**src/rtl/normaliza_arredonda.sv**
```systemverilog
// Normalise/round stage of the FP16 adder: iterative left normalisation, round-to-nearest-even, pack.
// Optional rounding is enabled by defining ARREDONDAMENTO_EN; otherwise the fraction is truncated.
module normaliza_arredonda #(
  parameter int LARG_EXP  = 5,
  parameter int LARG_MANT = 10
) (
  input  logic                   clock,
  input  logic                   reset,
  input  logic                   iniciar,
  input  logic                   sinal_in,
  input  logic [LARG_EXP-1:0]    expoente_in,
  input  logic [LARG_MANT+3:0]   soma_in,
  output logic                   ocupado,
  output logic                   controle,
  output logic                   sinal,
  output logic [LARG_EXP-1:0]    expoente,
  output logic [LARG_MANT-1:0]   mantissa,
  output logic                   inf,
  output logic [2:0]             estado_dbg
);

  localparam int LS = LARG_MANT + 4;
  localparam int LE = LARG_EXP + 1;
  localparam logic [LE-1:0] EXP_MAX = LE'((1 << LARG_EXP) - 1);
  localparam logic [LE-1:0] EXP_UM  = LE'(1);

  // Handshake: iniciar is taken only in OCIOSO; controle pulses once per accepted
  // operation, and ocupado covers every cycle between acceptance and that pulse.
  typedef enum logic [2:0] {OCIOSO, AJUSTE, NORMALIZA, ARREDONDA, FIM} estado_t;

  estado_t         estado;
  logic [LS-1:0]   sm;
  logic [LE-1:0]   e;
  logic            s;
  logic            ovf;

  logic [LE-1:0]   e_ajuste;
  logic            inc;
  logic [LARG_MANT+1:0] arred;
  logic [LE-1:0]   e_arred;
  logic            pode_deslocar;

  assign estado_dbg = estado;

  // Subnormal operands carry an effective exponent of 1 before any carry adjustment.
  always_comb begin
    e_ajuste = (e == '0) ? EXP_UM : e;
    if (sm[LS-1])
      e_ajuste = e_ajuste + EXP_UM;
  end

`ifdef ARREDONDAMENTO_EN
  logic guarda, pegajoso;
  assign guarda   = sm[1];
  assign pegajoso = sm[0];
  assign inc      = guarda & (pegajoso | sm[2]);
`else
  assign inc = 1'b0;
`endif

  assign arred   = {1'b0, sm[LS-2:2]} + {{(LARG_MANT+1){1'b0}}, inc};
  assign e_arred = e + {{(LE-1){1'b0}}, arred[LARG_MANT+1]};

  assign pode_deslocar = !sm[LS-2] && (e > EXP_UM) && (sm != '0) && !ovf;

  always_ff @(posedge clock) begin
    if (!reset) begin
      estado   <= OCIOSO;
      sm       <= '0;
      e        <= '0;
      s        <= 1'b0;
      ovf      <= 1'b0;
      ocupado  <= 1'b0;
      controle <= 1'b0;
      sinal    <= 1'b0;
      expoente <= '0;
      mantissa <= '0;
      inf      <= 1'b0;
    end else begin
      case (estado)
        OCIOSO: begin
          controle <= 1'b0;
          if (iniciar) begin
            sm      <= soma_in;
            e       <= {1'b0, expoente_in};
            s       <= sinal_in;
            ovf     <= 1'b0;
            inf     <= 1'b0;
            ocupado <= 1'b1;
            estado  <= AJUSTE;
          end
        end
        AJUSTE: begin
          // Carry out of the adder: shift right, folding the lost bit into sticky.
          if (sm[LS-1])
            sm <= {1'b0, sm[LS-1:2], sm[1] | sm[0]};
          e      <= e_ajuste;
          ovf    <= (e_ajuste >= EXP_MAX);
          estado <= NORMALIZA;
        end
        NORMALIZA: begin
          if (pode_deslocar) begin
            sm <= {sm[LS-2:1], 1'b0, sm[0]};
            e  <= e - EXP_UM;
          end else begin
            estado <= ARREDONDA;
          end
        end
        ARREDONDA: begin
          sinal    <= s;
          controle <= 1'b1;
          ocupado  <= 1'b0;
          estado   <= FIM;
          if (sm == '0) begin
            expoente <= '0;
            mantissa <= '0;
          end else if (ovf || (e_arred >= EXP_MAX)) begin
            expoente <= EXP_MAX[LARG_EXP-1:0];
            mantissa <= '0;
            inf      <= 1'b1;
          end else if (arred[LARG_MANT+1]) begin
            expoente <= e_arred[LARG_EXP-1:0];
            mantissa <= '0;
          end else if (!arred[LARG_MANT]) begin
            expoente <= '0;
            mantissa <= arred[LARG_MANT-1:0];
          end else begin
            // Also covers a subnormal rounding into the hidden bit, where e is already 1.
            expoente <= e[LARG_EXP-1:0];
            mantissa <= arred[LARG_MANT-1:0];
          end
        end
        FIM: begin
          controle <= 1'b0;
          estado   <= OCIOSO;
        end
        default: estado <= OCIOSO;
      endcase
    end
  end

endmodule

```
**config.mk**
```make
export PLATFORM = sky130hd
export DESIGN_NAME = normaliza_arredonda
export DESIGN_NICKNAME = d
export VERILOG_FILES = /design/src/rtl/normaliza_arredonda.sv
export SDC_FILE = /design/constraint.sdc
export NUM_CORES = 1
export LEC_CHECK = 0
export BUFFER_PORTS_ARGS = -buffer_cell sky130_fd_sc_hd__buf_2
export CAP_MARGIN = 20
export CORE_MARGIN = 8
export CORE_UTILIZATION = 30
export CTS_CLUSTER_SIZE = 30
export DETAILED_ROUTE_END_ITERATION = 16
export PLACE_DENSITY = 0.49
export RECOVER_POWER = 50
export SKIP_CTS_REPAIR_TIMING = 1
export SYNTH_ARGS = -nofsm -noshare
export SYNTH_HDL_FRONTEND = slang
export SYNTH_SLANG_ARGS = --single-unit
export TNS_END_PERCENT = 50
```
**constraint.sdc**
```tcl
create_clock -name clock -period 3.35 [get_ports clock]
set_clock_uncertainty 0.05 [all_clocks]
set_input_delay 0.1675 -clock clock [delete_from_list [all_inputs] [get_ports clock]]
set_output_delay 0.1675 -clock clock [all_outputs]
set_load 0.1 [all_outputs]
```
==> results of run 1 <==
==> cell usage in the layout (no fill, tap or decap), types with 6 or more instances in the layout <==
cell type  Yosys  routed
dfxtp_1       44      44
nand2_1       32      32
a21oi_1       28      28
nand3_1       24      24
buf_2          9      22
clkbuf_1      11      22
a22oi_1       18      18
nor2_1        16      16
and3_1        11      11
a31o_2        11      11
a31oi_1        6       6
==> cells by family (layout without fill, tap and decap cells) <==
group                    count (synthesis)  after routing  synth area share [%]
AO/OA/AOI/OAI                           96             96                 28.64
AND/OR/NAND/NOR                        111            111                 23.75
buffers and inverters                   32             58                 7.033
multiplexers                             3              3                 1.223
XOR/XNOR                                 4              4                 1.427
flip-flops                              44             44                 35.88
adder cells (fa/ha/maj)                  4              4                 2.039
==> state kept, by name, indices dropped and copies added, names as in the netlist, 3 cells and up <==
signal      cells
e               6
mantissa       10
expoente        5
sm             14
estado_dbg      3
==> synth_stat cells (4+ instances only) <==
cell	n
dfxtp_1	44
nand2_1	32
a21oi_1	28
nand3_1	24
a22oi_1	18
nor2_1	16
a31o_2	11
and3_1	11
clkbuf_1	11
buf_2	9
a31oi_1	6
buf_6	5
a211oi_1	4
ha_1	4
inv_1	4
nand4_1	4
nor3_1	4
o21ai_0	4
==> metal layers <==
metal  GRT usage [%]  wire length [um]  vias to the layer above
met5               0                 0                        -
li1                -                 -                     1164
met2           19.39              3260                       77
met3           3.025               514                       10
met4           4.121               114                        0
met1           18.35              3632                     1107
==> power by group <==
part	total, mW	internal [mW]	switching [mW]	leakage [nW]
Sequential	0.748	0.591	0.157	0.359
Combinational	0.655	0.238	0.417	0.619
Clock	0.332	0.142	0.190	0.0400
Total	1.73	0.971	0.764	1.02
==> critical path: stages, from the launching register on <==
cell and delay (ns):
dfxtp_1 0.54, inv_1 0.18, ha_1 0.27, o21ai_0 0.34, a41o_4 0.42, nand2_1 0.32, a31o_2 0.36
==> cell type report <==
type,instances,share of cell area [%]
sequential,44,32.29
tap,105,4.817
timing repair buffer,47,8.165
clock buffer,5,2.523
multi-input combinational,218,51.19
clock inverter,2,0.4587
inverter,4,0.5505
==> through the flow <==
step / worst slack (ns) / hold slack, ns / cells / utilization [%]
CTS: 0.9138 / 0.06956 / 424 / 33.92
detailed placement: 0.9366 / 0.3928 / 417 / 32.92
finish: 0.7755 / 0.06824 / 425 / 33.70
global route: 0.5809 / 0.08245 / 425 / 33.70
floorplan: 0.8821 / 0.2650 / 294 / -
global placement: 1.018 / 0.3879 / 417 / 32.92
==> worst max path at each step <==
stage | startpoint | endpoint | slack (ns) | cells after the start
2_1_floorplan | estado_dbg[1] | sm[10] | 0.88 | 5
3_3_place_gp | e[0] | sm[3] | 1.02 | 6
3_5_place_dp | e[0] | sm[5] | 0.94 | 6
4_1_cts | e[0] | sm[5] | 0.91 | 6
5_1_grt | e[0] | sm[7] | 0.58 | 6
6_report | e[0] | sm[5] | 0.78 | 6
==> results_dict.tcl, run 1 <==
set metrics [dict create \
    grt_remaining_overflow 0 \
    drtPass1Iterations 4 \
    clk_latency_ns 0.30 \
    drive_above_1_share_pct 16.25 \
    r2r_slack_ns 0.78 \
    synth_cells 294 \
    hold_start "sinal_in" \
    clk_pin_slew_worst_paths_ns 0.09 \
    yosys_register_bits 44 \
    synth_edf_count 0 \
    initialDrtViolationCount 215 \
    vias_per_cell 5.548 \
    num-fill-cells 915 \
    hold_viol 0 \
    dieHeight_um 106.5 \
    clk_path_buf_depth 2 \
    io-pin-count 45 \
    yosys.area.top_type "dfxtp_1" \
    synthesis.area_um2 2455 \
    vias 2358 \
    cts_buffers 5 \
    area_delta_synth_final_pct 11.11 \
    hp-class "input pin to flop" \
    rows 33 \
    multiInputGateArea_um2 1396 \
    avgRoutedWirePerCell_um 17.70 \
    htreeDepth 2 \
    critPathLaunchType "flop" \
    synth_area_leaders "dfxtp_1 (36%), a21oi_1 (5.7%), a22oi_1 (5.5%)" \
    r2r-end "sm[5]" \
    chipWidth_um 106.5 \
    ys_warn_count 0 \
    placed_area_um2 2664 \
    min_period_over_period_pct 76.85 \
    hold_depth 3 \
    synth_cell_types 56 \
    initial_core_util_pct 30.33 \
    ant_nets 0 \
    register_area_um2 880.8 \
    die_area_um2 11330 \
    finalPower_mw 1.735 \
    grt_max_degree 35 \
    finalInstanceArea_um2 2728 \
    fin_nets 347 \
    grt_pass1_wl_mm 12.13 \
    syn_nets 321 \
    tns_ns 0 \
    synth_area_per_cell_um2 8.350 \
    worstMarginPinSlew_ns 1.195 \
    vdd_drop_max_uv 183.4 \
    max_slew_margin_pct 20.66 \
    cts_tree "yes" \
    reg2reg_from "e[0]" \
    antenna_found_initial 0 \
    crit_fanout 18 \
    leakage_nw 1.018 \
    ys.flop_type "dfxtp_1" \
    cts.root.buffer_cell "clkbuf_8" \
    drv_cap 0 \
    numClockSinks 44 \
    crit_required_ns 3.50 \
    hold_path_end "s" \
    grtUsageTotal_pct 13.13 \
    slew_viol_final 0 \
    status "finished, final reports clean" \
    cp.arrival_ns 2.72 \
    antenna_cells 0 \
    netlist.area_leader.share_pct 35.88 \
    clock.fmax_mhz 388.4 \
    fin_crit_ns 2.575 \
    dpl.hpwl_mm 5.170 \
    core_um2 8093 \
    rsz0062_at_grt "no" \
    totalWireLength_mm 7.523 \
    yosysSeqAreaShare_pct 35.88 \
    gp_congestion 0.8741 \
    portBuffers 44 \
    grt_pass1_vias 2318 \
    synthArstFlopShare_pct 0 \
    crit_type "flop to flop" \
    setup_viol 0 \
    end_kind "flop" \
    drc 0 \
    r2r_cells 6 \
    p_per_area_nw_per_um2 636.0 \
]
Power figures use the tool's default switching activity.
==> inputs of run 2 (changes only) <==
Clock period 3.35 ns to 2.4 ns, I/O delays scaled along.
==> run 2 against run 1 <==
  * Count of clock-buffer cells in the layout increased by 1
  * Routed wire length grew 3.0%
  * Core utilization rose by 2.3 points
  * Critical path type unchanged
  * Total power grew 54%
  * Global-route usage is 0.61 points higher
  * Sequential share of layout area down 2.0 points
  * Register-to-register slack lost 0.43 ns
  * Fmax rose by 25%
  * Largest cell class unchanged
  * Clock power rose by 72%
==> results_dict.tcl, run 2 (synthesis results as in run 1) <==
set metrics [dict create \
    fin_crit_ns 2.053 \
    multiInputGateArea_um2 1401 \
    internal_power_mw 1.574 \
    chipWidth_um 106.5 \
    grt_pass1_wl_mm 12.81 \
    htreeDepth 2 \
    min_period_over_period_pct 85.55 \
    cp.arrival_ns 2.20 \
    clk_pin_slew_worst_paths_ns 0.09 \
    reg_top3 "sm (14), mantissa (10), e (6)" \
    slew_viol_final 0 \
    crit_required_ns 2.55 \
    finalPower_mw 2.670 \
    cts_buffers 5 \
    grt_remaining_overflow 0 \
    cts.root.buffer_cell "clkbuf_8" \
    ant_nets 0 \
    startpoint "e[0]" \
    clkPwrFrac_pct 21.4 \
    avgRoutedWirePerCell_um 17.30 \
    p_comb_share_pct 42.1 \
    r2r-end "sm[4]" \
    tns_ns 0 \
    rows 33 \
    switching_power_mw 1.096 \
    drive_above_1_share_pct 21.87 \
    swShare_pct 41.06 \
    drtPass1Iterations 4 \
    grtUsageTotal_pct 13.74 \
    io-pin-count 45 \
    register_area_um2 882.1 \
    die_area_um2 11330 \
    vias_per_cell 5.531 \
    portBuffers 44 \
    reg2reg_from "e[0]" \
    layout_commonest_cell "dfxtp_1" \
    grt_max_degree 25 \
    vdd_drop_max_uv 280.1 \
    largest_register_ffs 14 \
    cts_tree "yes" \
    p_per_area_nw_per_um2 917.1 \
    grt_pass1_vias 2503 \
    antenna_found_initial 0 \
    critPathLaunchType "flop" \
    area_delta_synth_final_pct 18.60 \
    end_kind "flop" \
    setup_viol 0 \
    hold_viol 0 \
    initial_core_util_pct 30.33 \
    dieHeight_um 106.5 \
    r2r_cells 6 \
    pre_cts_ws_ns 0.3419 \
    drc 0 \
    fin_nets 369 \
    top_register "sm" \
    clock.fmax_mhz 487.0 \
    status "finished, final reports clean" \
    clk_latency_ns 0.30 \
    hp-class "input pin to flop" \
    num-fill-cells 919 \
    leakage_nw 1.138 \
    vias 2478 \
    setup_ws_ns 0.3467 \
    max_slew_margin_pct 21.69 \
    r2r_slack_ns 0.35 \
    crit_fanout 12 \
    gp_congestion 0.8410 \
    dpl.hpwl_mm 5.719 \
    layout_common_cells "dfxtp_1 (43), nand2_1 (32), a21oi_1 (28)" \
    rsz0062_at_grt "no" \
    core_um2 8093 \
    endpoint "sm[4]" \
    initialDrtViolationCount 206 \
    crit_type "flop to flop" \
    p_seq_share_pct 36.5 \
    drv_cap 0 \
    antenna_cells 0 \
    worstMarginPinSlew_ns 1.180 \
    clk_path_buf_depth 2 \
    numClockSinks 44 \
    fin_util_pct 35.98 \
    totalWireLength_mm 7.749 \
]
-- run 2: cell types whose count changed in the layout (fill, tap and decap cells not counted), sizes merged --
cell	delta
clkbuf	+3
buf	+20
bufinv	+1
clkinvlp	-1
-- run 2: worst max-delay path, stage by stage, from the launching register on --
cell	delay [ns]
dfxtp_1	0.33
inv_1	0.10
ha_1	0.25
o21ai_1	0.29
a41o_4	0.27
nand2_1	0.30
a31o_2	0.37
-- run 2: area by class of cell --
class / count / area share [%]
multi-input cells: 218 / 48.13
inverters: 4 / 0.5157
repair buffers: 69 / 12.85
clock inverters: 2 / 1.203
flip-flops and latches: 44 / 30.30
well taps: 105 / 4.512
clock buffers: 6 / 2.492
-- run 2: routing by layer --
layer,routed length [um],track usage [%]
met5,0,0
met4,78,4.523
met3,475,3.327
met2,3388,21.05
met1,3806,18.43
-- run 2: power by group through the flow --
stage	logic [mW]	clock network (mW)	registers, mW
after CTS	1.13	0.589	0.971
after floorplan	0.746	0	1.03
after global placement	1.13	0	0.987
after detailed placement	1.12	0	0.989
after global routing	1.23	0.616	0.990
final	1.13	0.570	0.975
-- run 2: how the worst min path moves through the flow --
stage | from | endpoint | cells after the start
detailed placement | sinal_in | s | 3
CTS | sinal_in | s | 3
global placement | sinal_in | s | 3
global route | sinal_in | s | 3
floorplan | sinal_in | s | 2
finish | sinal_in | s | 3
-- run 2: per-stage QoR --
step                instance area (um^2)  cells  hold WS [ns]
floorplan                           2456    294        0.2175
global placement                    2838    440        0.3306
detailed placement                  2838    440        0.3415
CTS                                 2945    448       0.01530
global route                        2912    448       0.03261
finish                              2912    448       0.01970
==> inputs of run 3 (changes only) <==
Settings changed: CORE_ASPECT_RATIO set to 0.7, CORE_MARGIN 8 to 2.
==> run 3 against run 2 <==
  * Critical path depth stayed put
  * Sequential cell count unchanged
  * Cell area rose by 3.7%
  * Core utilization rose by 2.2 points
  * Clock power is 44% higher
  * Critical path type unchanged
  * Critical endpoint unchanged
  * Global-route usage increased by 4.2 points
  * Sequential share of layout area shrank 1.1 points
  * Non-clock buffer count grew 4
  * Register-to-register slack got worse by 0.04 ns
  * Worst hold slack gained 0.017 ns
  * Sequential power down 3.8%
  * Highest routed layer unchanged
==> results_dict.tcl, run 3 (synthesis results as in run 1) <==
set metrics [dict create \
    antenna_found_initial 0 \
    cts.root.buffer_cell "clkbuf_16" \
    reg_top3 "sm (14), mantissa (10), e (6)" \
    critPathLaunchType "flop" \
    gp_congestion 0.8600 \
    drive_above_1_share_pct 23.05 \
    busiest_layer "met1" \
    r2r_slack_ns 0.30 \
    setup_ws_ns 0.3047 \
    hp-class "input pin to flop" \
    end_kind "flop" \
    r2r_cells 6 \
    htreeDepth 2 \
    initial_core_util_pct 31.05 \
    p_comb_share_pct 40.7 \
    placed_area_um2 2875 \
    cts_tree "yes" \
    grt_max_degree 25 \
    startpoint "e[0]" \
    fin_nets 373 \
    avgRoutedWirePerCell_um 17.66 \
    fin_hold_ws_ns 0.03637 \
    max_slew_margin_pct 21.25 \
    p_per_area_nw_per_um2 982.8 \
    area_delta_synth_final_pct 22.99 \
    hold_start "sinal_in" \
    fin_crit_ns 2.095 \
    pre_cts_ws_ns 0.3083 \
    switching_power_mw 1.162 \
    clk_latency_ns 0.29 \
    grt_pass1_wl_mm 12.46 \
    vias_per_cell 5.413 \
    cp.arrival_ns 2.23 \
    grtUsageTotal_pct 17.97 \
    die_area_um2 8934 \
    cts_buffers 5 \
    clkPwrFrac_pct 27.7 \
    portBuffers 44 \
    numClockSinks 44 \
    ant_nets 0 \
    drtPass1Iterations 5 \
    max_stage_delay_ns 0.36 \
    swShare_pct 39.15 \
    clk_pin_slew_worst_paths_ns 0.06 \
    min_period_over_period_pct 87.31 \
    path_cells "inv_1, ha_1, o21ai_1, a41o_4, nand2_1, a31o_2" \
    clk_path_buf_depth 2 \
    finalInstanceArea_um2 3019 \
    p_seq_share_pct 31.6 \
    layout_commonest_cell "dfxtp_1" \
    io-pin-count 45 \
    crit_required_ns 2.53 \
    initialDrtViolationCount 251 \
    hold_viol 0 \
    status "finished, final reports clean" \
    leakage_nw 1.196 \
    layout_common_cells "dfxtp_1 (43), nand2_1 (32), a21oi_1 (28)" \
    grtUsageMet2_pct 23.07 \
    rsz0062_at_grt "no" \
    grt_remaining_overflow 0 \
    totalWireLength_mm 7.911 \
    chipWidth_um 112.1 \
    tns_ns 0 \
    crit_slowest_cell "a31o_2" \
    largest_register_ffs 14 \
    dieHeight_um 79.69 \
    use_met1_pct 29.74 \
    crit_fanout 12 \
    setup_viol 0 \
    gr-usage-met3_pct 3.569 \
    drc 0 \
    core_um2 7905 \
    slew_viol_final 0 \
    vdd_drop_max_uv 517.4 \
    reg2reg_from "e[0]" \
    hold_depth 3 \
    antenna_cells 0 \
    vias 2425 \
    drv_cap 0 \
    rows 27 \
    internal_power_mw 1.805 \
    hold_path_end "s" \
    worstMarginPinSlew_ns 1.186 \
    dpl.hpwl_mm 5.716 \
    grt_pass1_vias 2177 \
    r2r-end "sm[4]" \
    top_register "sm" \
    crit_type "flop to flop" \
    clock.fmax_mhz 477.2 \
]
## run 3: cell types whose count changed in the layout (fill, tap and decap cells not counted)
cell       change
buf_4          +3
clkbuf_1       -1
buf_12         +1
clkinv_4       +1
clkbuf_8       -4
clkinv_2       -1
clkbuf_16      +5
## run 3: layout make-up
| cell class | count | area, um^2 |
|---|---|---|
| repair buffers | 73 | 416.7 |
| fillers | 862 | 4886 |
| flip-flops and latches | 44 | 882.1 |
| multi-input cells | 218 | 1401 |
| clock inverters | 2 | 38.79 |
| inverters | 4 | 15.01 |
| clock buffers | 6 | 138.9 |
| well taps | 101 | 126.4 |
## run 3: layer usage
| layer | wire (um) | share of wire (%) |
|---|---|---|
| met4 | 50 | 0.63 |
| met5 | 0 | 0 |
| met1 | 4345 | 55 |
| met3 | 569 | 7.2 |
| met2 | 2946 | 37 |
## run 3: worst max path at each step
stage                        end  slack, ns
after floorplan           sm[11]       0.02
after global routing       sm[8]       0.17
final                      sm[4]       0.30
after detailed placement  sm[12]       0.31
after CTS                  sm[7]       0.30
after global placement     sm[4]       0.30
## run 3: stage by stage
step                instances  total power, mW  util (%)
floorplan                 294            1.779         -
global placement          440            2.150     36.37
detailed placement        440            2.141     36.37
CTS                       448            2.974     38.62
global route              448            3.143     38.19
finish                    448            2.967     38.19
## run 3: worst max-delay path, delay by kind of cell (launching register included)
kind,cells,cell delay [ns]
AOI/OAI and AO/OA,3,0.94
DFF,1,0.33
and+or+nand+nor,1,0.30
adders and majority gates,1,0.27
buffers and inverters,1,0.10
## run 3: power groups by stage
stage | Combinational (mW) | Sequential, mW | Clock, mW
after CTS | 1.20 | 0.934 | 0.842
after global routing | 1.32 | 0.952 | 0.875
after global placement | 1.20 | 0.950 | 0
after floorplan | 0.746 | 1.03 | 0
after detailed placement | 1.19 | 0.951 | 0
final | 1.21 | 0.938 | 0.821
